==> config.mk <==
export PLATFORM = sky130hd
export DESIGN_NAME = ram_arbiter_flat
export DESIGN_NICKNAME = d
export VERILOG_FILES = /design/src/rtl/ram_arbiter_if.sv /design/src/rtl/ram_arbiter.sv /design/src/flat_wrapper.sv
export SDC_FILE = /design/constraint.sdc
export NUM_CORES = 1
export LEC_CHECK = 0
export BUFFER_PORTS_ARGS = -buffer_cell sky130_fd_sc_hd__buf_2
export CELL_PAD_IN_SITES_DETAIL_PLACEMENT = 1
export CELL_PAD_IN_SITES_GLOBAL_PLACEMENT = 2
export CORE_ASPECT_RATIO = 0.75
export CORE_MARGIN = 2
export CORE_UTILIZATION = 32
export CTS_CLUSTER_SIZE = 8
export DETAILED_ROUTE_END_ITERATION = 16
export GPL_ROUTABILITY_DRIVEN = 0
export PLACE_DENSITY_LB_ADDON = 0.25
export RECOVER_POWER = 25
export SYNTH_ARGS = -nofsm -noshare
export SYNTH_HDL_FRONTEND = slang
export SYNTH_SLANG_ARGS = --single-unit
==> constraint.sdc <==
create_clock -name clock -period 5.1 [get_ports clock]
set_clock_uncertainty 0.15 [all_clocks]
set_input_delay 0.255 -clock clock [delete_from_list [all_inputs] [get_ports clock]]
set_output_delay 0.255 -clock clock [all_outputs]
set_load 0.01 [all_outputs]
==> src/rtl/ram_arbiter_if.sv <==
// Bus bundle between the two requesters, the arbiter and the shared RAM.
interface ram_arbiter_if #(
    parameter int unsigned AW = 4,
    parameter int unsigned DW = 8
);
    // requester A
    logic          req_a;
    logic          we_a;
    logic [AW-1:0] addr_a;
    logic [DW-1:0] wdata_a;
    logic          ack_a;
    logic [DW-1:0] rdata_a;
    // requester B
    logic          req_b;
    logic          we_b;
    logic [AW-1:0] addr_b;
    logic [DW-1:0] wdata_b;
    logic          ack_b;
    logic [DW-1:0] rdata_b;
    // status
    logic          err;
    logic          busy;
    // RAM side
    logic          ram_read;
    logic          ram_write;
    logic [AW-1:0] ram_raddr;
    logic [AW-1:0] ram_waddr;
    logic [DW-1:0] ram_wdata;
    logic [DW-1:0] ram_rdata;
    logic          ram_read_ready;

    // arbiter view
    modport slave (
        input  req_a, we_a, addr_a, wdata_a,
        input  req_b, we_b, addr_b, wdata_b,
        output ack_a, rdata_a, ack_b, rdata_b,
        output err, busy,
        output ram_read, ram_write, ram_raddr, ram_waddr, ram_wdata,
        input  ram_rdata, ram_read_ready
    );

    // requester/RAM environment view
    modport master (
        output req_a, we_a, addr_a, wdata_a,
        output req_b, we_b, addr_b, wdata_b,
        input  ack_a, rdata_a, ack_b, rdata_b,
        input  err, busy,
        input  ram_read, ram_write, ram_raddr, ram_waddr, ram_wdata,
        output ram_rdata, ram_read_ready
    );
endinterface

==> src/rtl/ram_arbiter.sv <==
// Round-robin arbiter sharing one RAM between requesters A and B; one
// single-word transaction at a time, acked with a one-cycle pulse.
module ram_arbiter #(
    parameter int unsigned AW      = 4,
    parameter int unsigned DW      = 8,
    parameter int unsigned TIMEOUT = 8
) (
    input  logic         clock,
    input  logic         reset,
    ram_arbiter_if.slave bus
);
    localparam int unsigned CW = $clog2(TIMEOUT + 1);

    typedef enum logic [1:0] {IDLE, ISSUE, WAIT, ACK} state_t;

    state_t        state, state_d;
    logic          sel, sel_d;          // 0 = A, 1 = B
    logic          last, last_d;        // port granted most recently
    logic          we_r, we_d;
    logic [AW-1:0] addr_r, addr_d;
    logic [DW-1:0] wdata_r, wdata_d;
    logic [CW-1:0] cnt, cnt_d;
    logic          err_r, err_d;
    logic          ack_a_r, ack_a_d;
    logic          ack_b_r, ack_b_d;
    logic [DW-1:0] rdata_a_r, rdata_a_d;
    logic [DW-1:0] rdata_b_r, rdata_b_d;
    logic          busy_r, busy_d;
    logic          rd_r, rd_d;
    logic          wr_r, wr_d;
    logic          grant;

    // State and registered outputs; async reset abandons any transaction.
    always_ff @(posedge clock or posedge reset) begin
        if (reset) begin
            state     <= IDLE;
            sel       <= 1'b0;
            last      <= 1'b1;
            we_r      <= 1'b0;
            addr_r    <= '0;
            wdata_r   <= '0;
            cnt       <= '0;
            err_r     <= 1'b0;
            ack_a_r   <= 1'b0;
            ack_b_r   <= 1'b0;
            rdata_a_r <= '0;
            rdata_b_r <= '0;
            busy_r    <= 1'b0;
            rd_r      <= 1'b0;
            wr_r      <= 1'b0;
        end else begin
            state     <= state_d;
            sel       <= sel_d;
            last      <= last_d;
            we_r      <= we_d;
            addr_r    <= addr_d;
            wdata_r   <= wdata_d;
            cnt       <= cnt_d;
            err_r     <= err_d;
            ack_a_r   <= ack_a_d;
            ack_b_r   <= ack_b_d;
            rdata_a_r <= rdata_a_d;
            rdata_b_r <= rdata_b_d;
            busy_r    <= busy_d;
            rd_r      <= rd_d;
            wr_r      <= wr_d;
        end
    end

    // Next state plus next values of every registered output.
    always_comb begin
        state_d   = state;
        sel_d     = sel;
        last_d    = last;
        we_d      = we_r;
        addr_d    = addr_r;
        wdata_d   = wdata_r;
        cnt_d     = cnt;
        err_d     = err_r;
        rdata_a_d = rdata_a_r;
        rdata_b_d = rdata_b_r;
        rd_d      = 1'b0;
        wr_d      = 1'b0;
        grant     = 1'b0;

        case (state)
            IDLE: begin
                if (bus.req_a || bus.req_b) begin
                    // Under contention the port not served last wins.
                    grant   = (bus.req_a && bus.req_b) ? ~last : bus.req_b;
                    sel_d   = grant;
                    we_d    = grant ? bus.we_b    : bus.we_a;
                    addr_d  = grant ? bus.addr_b  : bus.addr_a;
                    wdata_d = grant ? bus.wdata_b : bus.wdata_a;
                    wr_d    = we_d;
                    rd_d    = ~we_d;
                    state_d = ISSUE;
                end
            end
            ISSUE: begin
                if (we_r) begin
                    state_d = ACK;
                end else begin
                    cnt_d   = '0;
                    state_d = WAIT;
                end
            end
            WAIT: begin
                if (bus.ram_read_ready) begin
                    if (sel) rdata_b_d = bus.ram_rdata;
                    else     rdata_a_d = bus.ram_rdata;
                    state_d = ACK;
                end else begin
                    cnt_d = cnt + CW'(1);
                    if (cnt_d == CW'(TIMEOUT)) begin
                        err_d = 1'b1;
                        if (sel) rdata_b_d = '0;
                        else     rdata_a_d = '0;
                        state_d = ACK;
                    end
                end
            end
            ACK: begin
                last_d  = sel;
                err_d   = 1'b0;
                state_d = IDLE;
            end
            default: state_d = IDLE;
        endcase

        ack_a_d = (state_d == ACK) && !sel;
        ack_b_d = (state_d == ACK) &&  sel;
        busy_d  = (state_d != IDLE);
    end

    assign bus.ack_a     = ack_a_r;
    assign bus.ack_b     = ack_b_r;
    assign bus.rdata_a   = rdata_a_r;
    assign bus.rdata_b   = rdata_b_r;
    assign bus.err       = err_r;
    assign bus.busy      = busy_r;
    assign bus.ram_read  = rd_r;
    assign bus.ram_write = wr_r;
    assign bus.ram_raddr = addr_r;
    assign bus.ram_waddr = addr_r;
    assign bus.ram_wdata = wdata_r;
endmodule

==> src/flat_wrapper.sv <==
// flat-port wrapper written by rule: the top's interface ports become plain ports
module ram_arbiter_flat 
#(
    parameter int unsigned AW      = 4,
    parameter int unsigned DW      = 8,
    parameter int unsigned TIMEOUT = 8
)
  (clock, reset, bus_req_a, bus_we_a, bus_addr_a, bus_wdata_a, bus_req_b, bus_we_b, bus_addr_b, bus_wdata_b, bus_ack_a, bus_rdata_a, bus_ack_b, bus_rdata_b, bus_err, bus_busy, bus_ram_read, bus_ram_write, bus_ram_raddr, bus_ram_waddr, bus_ram_wdata, bus_ram_rdata, bus_ram_read_ready);
  ram_arbiter_if #(.AW(AW), .DW(DW)) bus_i ();
  input  logic clock;
  input  logic reset;
  input wire logic [$bits(bus_i.req_a)-1:0] bus_req_a;
  input wire logic [$bits(bus_i.we_a)-1:0] bus_we_a;
  input wire logic [$bits(bus_i.addr_a)-1:0] bus_addr_a;
  input wire logic [$bits(bus_i.wdata_a)-1:0] bus_wdata_a;
  input wire logic [$bits(bus_i.req_b)-1:0] bus_req_b;
  input wire logic [$bits(bus_i.we_b)-1:0] bus_we_b;
  input wire logic [$bits(bus_i.addr_b)-1:0] bus_addr_b;
  input wire logic [$bits(bus_i.wdata_b)-1:0] bus_wdata_b;
  output wire logic [$bits(bus_i.ack_a)-1:0] bus_ack_a;
  output wire logic [$bits(bus_i.rdata_a)-1:0] bus_rdata_a;
  output wire logic [$bits(bus_i.ack_b)-1:0] bus_ack_b;
  output wire logic [$bits(bus_i.rdata_b)-1:0] bus_rdata_b;
  output wire logic [$bits(bus_i.err)-1:0] bus_err;
  output wire logic [$bits(bus_i.busy)-1:0] bus_busy;
  output wire logic [$bits(bus_i.ram_read)-1:0] bus_ram_read;
  output wire logic [$bits(bus_i.ram_write)-1:0] bus_ram_write;
  output wire logic [$bits(bus_i.ram_raddr)-1:0] bus_ram_raddr;
  output wire logic [$bits(bus_i.ram_waddr)-1:0] bus_ram_waddr;
  output wire logic [$bits(bus_i.ram_wdata)-1:0] bus_ram_wdata;
  input wire logic [$bits(bus_i.ram_rdata)-1:0] bus_ram_rdata;
  input wire logic [$bits(bus_i.ram_read_ready)-1:0] bus_ram_read_ready;
  assign bus_i.req_a = bus_req_a;
  assign bus_i.we_a = bus_we_a;
  assign bus_i.addr_a = bus_addr_a;
  assign bus_i.wdata_a = bus_wdata_a;
  assign bus_i.req_b = bus_req_b;
  assign bus_i.we_b = bus_we_b;
  assign bus_i.addr_b = bus_addr_b;
  assign bus_i.wdata_b = bus_wdata_b;
  assign bus_ack_a = bus_i.ack_a;
  assign bus_rdata_a = bus_i.rdata_a;
  assign bus_ack_b = bus_i.ack_b;
  assign bus_rdata_b = bus_i.rdata_b;
  assign bus_err = bus_i.err;
  assign bus_busy = bus_i.busy;
  assign bus_ram_read = bus_i.ram_read;
  assign bus_ram_write = bus_i.ram_write;
  assign bus_ram_raddr = bus_i.ram_raddr;
  assign bus_ram_waddr = bus_i.ram_waddr;
  assign bus_ram_wdata = bus_i.ram_wdata;
  assign bus_i.ram_rdata = bus_ram_rdata;
  assign bus_i.ram_read_ready = bus_ram_read_ready;
  ram_arbiter #(.AW(AW), .DW(DW), .TIMEOUT(TIMEOUT)) u_core (.clock(clock), .reset(reset), .bus(bus_i));
endmodule
==> metrics <==
ys async rst share=100%; total CTS buffers=5; fin crit share=54.6%; number of flops mapped to enable cells by yosys=0; CTS tree=yes; Syn Inst Count=between 150 and 200; CTS Buffer Depth=2; CTS resizes=0; worst flop-to-flop path startpoint=u_core.state[0]; H-tree levels=2; Setup crit start=reset; Tightest Pin Transition=2.28 ns; critical path's largest stage delay=1.61 ns; hold crit path type=in2reg; failing checks=capacitance limit, slew limit; Critical Path End Type=async pin; Slew headroom=-52.0%; critical path depth=4; unique cell type count in the Yosys netlist=34; core area=approximately 0.0059 mm^2; setup TNS=0 ns; DIE HEIGHT=71.7 um; DP Cell Count=310; row count=24; first-pass GRT wire length=7.99 mm; status=finished with violations; first drt pass iteration count=4; critical path peak fanout=43; clk_lat worst skew=0.29 ns; detail-routed via count per cell=4.77; Worst Path Buf+Inv=4; cell with the most instances after synthesis=dfrtp_1; nets=284; Worst setup SP type=primary input; crit-path cells=dlygate4sd3_1 -> buf_2 -> clkinv_1 -> clkbuf_1; CP required=4.88 ns; Synth Net Count=211; n_diodes=0; clk slew on worst S/H paths=approximately 0.090 ns; CTS Sinks=43; via count=around 1,500; post-synth top area cell=dfrtp_1; Buffers on Ports=between 70 and 80; Clk network pwr share=about 16%; Max Clock Freq=359 MHz; Setup-failing EPs final=0; DR WL/cell=about 15 um; Slew Limit Fails=44; starting density of the core=33.4%; Critical-path top delay cell=clkbuf_1; Post-Syn Area=0.00196 mm^2; ANT nets after route=0; DRT iter0 DRCs=48; grt ovf=0; hpwl dp=roughly 3.6 mm; area delta synth->final=25.8%; CTS root buffer=clkbuf_8; Hold Path Stages=3; sequential share of power=43.2%; sw frac=between 30 and 40%; post-cts hold buffer count=1; Setup CP Type=in2async; proportion of layout cells with a drive suffix above 1=a little under a third; Period minus WS final=approximately 2.8 ns; top post-synthesis cells by area=dfrtp_1 (54%), mux2i_1 (7.7%), nand2_1 (4.8%), a32o_1 (4.1%), o2bb2ai_1 (4.0%); drt drc=0; most frequent cells after synthesis=dfrtp_1 (42), nand2_1 (25), mux2i_1 (15), o21ai_1 (10), o2bb2ai_1 (9); total power per unit cell area=570 mW/mm^2; end of the critical path=u_core.bus.rdata_a[2]; yosys warns=0; GR Util All Layers=15.1%; Reg2Reg Depth=5; Post-CTS Setup Inserts=0; IO Pins=77; antenna violations before repair=0; Worst R2R Setup Slack=2.84 ns; Max-cap violations=1; Post-Syn Area per Cell=11.7 um^2; worst vdd ir=187 uV; total die area=0.00677 mm^2; Gate power share=between 40% and 50%; final cell count without fillers=319; drt total wl=4.73 mm; Synth top area share=53.7%; vias in the first global route=about 1,600; Final Hold Vio Count=0; Top delay family on crit path=buffers and inverters; Psw=554 uW; sequential cell area fraction in the yosys report=55.0%; Seq cells post-synth=between 40 and 50; Pint=851 uW; Pleak=0.00119 uW; Data arrival, critical path=2.57 ns; r2r endpoint=u_core.bus.rdata_b[2]; pin count of the biggest net entering global routing=44; Die W=94.3 um; Post-synth top flop=dfrtp_1; RSZ-0062 raised after global routing=false
==> metrics by stage <==
step                hold slack [ns]  utilization, %  total power, uW  cell area [um^2]  setup WS, ns
finish                       0.0782            42.1             1400              2460          2.32
global route                 0.0666            42.1             1530              2460          1.82
CTS                          0.0612            42.5             1440              2490          2.84
detailed placement            0.268            40.6             1200              2380          2.86
global placement              0.273            40.6             1190              2380          2.97
floorplan                     0.246               -              984              1960          3.35
==> how the worst min path moves through the flow <==
stage	from	end
global placement	reset	u_core.bus.ram_wdata[2]
finish	bus_ram_rdata[1]	u_core.bus.rdata_a[1]
CTS	bus_ram_rdata[3]	u_core.bus.rdata_a[3]
global route	bus_ram_rdata[6]	u_core.bus.rdata_b[6]
detailed placement	reset	u_core.bus.ram_wdata[2]
floorplan	bus_ram_rdata[0]	u_core.bus.rdata_a[0]
==> metal layers <==
layer | vias up | share of wire [%] | track usage (%)
li1 | 740 | - | -
met1 | 737 | 52 | 23.1
met2 | 44 | 40 | 20.8
met3 | 2 | 7.0 | 5.15
met4 | 0 | 0.49 | 2.90
met5 | - | 0 | 0
==> power groups by stage <==
| stage | clock network [uW] | registers [uW] | logic, uW |
|---|---|---|---|
| 2_1_floorplan | 0 | 638 | 346 |
| 3_3_place_gp | 0 | 609 | 584 |
| 3_5_place_dp | 0 | 611 | 593 |
| 4_1_cts | 241 | 606 | 596 |
| 5_1_grt | 256 | 633 | 641 |
| 6_report | 229 | 606 | 569 |
==> registers in the layout, indices dropped and copies added (netlist names), 2 cells and up <==
register / cells
u_core.bus.ram_raddr: 4
u_core.bus.rdata_b: 8
u_core.state: 2
u_core.bus.ram_wdata: 8
u_core.bus.rdata_a: 8
u_core.cnt: 4
==> layout make-up <==
cell class	count	area (um^2)
clock buffers	6	82.6
clock inverters	2	16.3
fillers	695	3390
inverters	6	22.5
multi-input cells	106	795
flip-flops and latches	43	1080
well taps	78	97.6
repair buffers	78	373
==> tightest hold or removal path: cells and delay by family <==
kind                   cells  cell delay (ns)
buffers and inverters      1             0.11
AOI/OAI and AO/OA          1             0.06
and+or+nand+nor            1             0.05
==> cells in the final DEF (no fill, tap or decap), drive strengths merged, types with 5 or more instances in the layout <==
cell type and count:
ha 5, o21ai 18, nand2 25, buf 59
a32o 8, dfrtp 42, a22o 5, o2bb2ai 9
clkbuf 24, mux2i 15, inv 5
==> kinds of logic (layout without fill, tap and decap cells) <==
kind of cell | count (synthesis) | in the layout | share of synthesized area (%)
compound gates | 49 | 49 | 20.3
fa+ha+maj | 5 | 5 | 3.19
buf+inv | 18 | 92 | 4.60
flops | 43 | 43 | 55.0
mux | 16 | 16 | 8.24
simple gates | 36 | 36 | 8.63
Note: power is estimated with default switching activity, not from simulation.
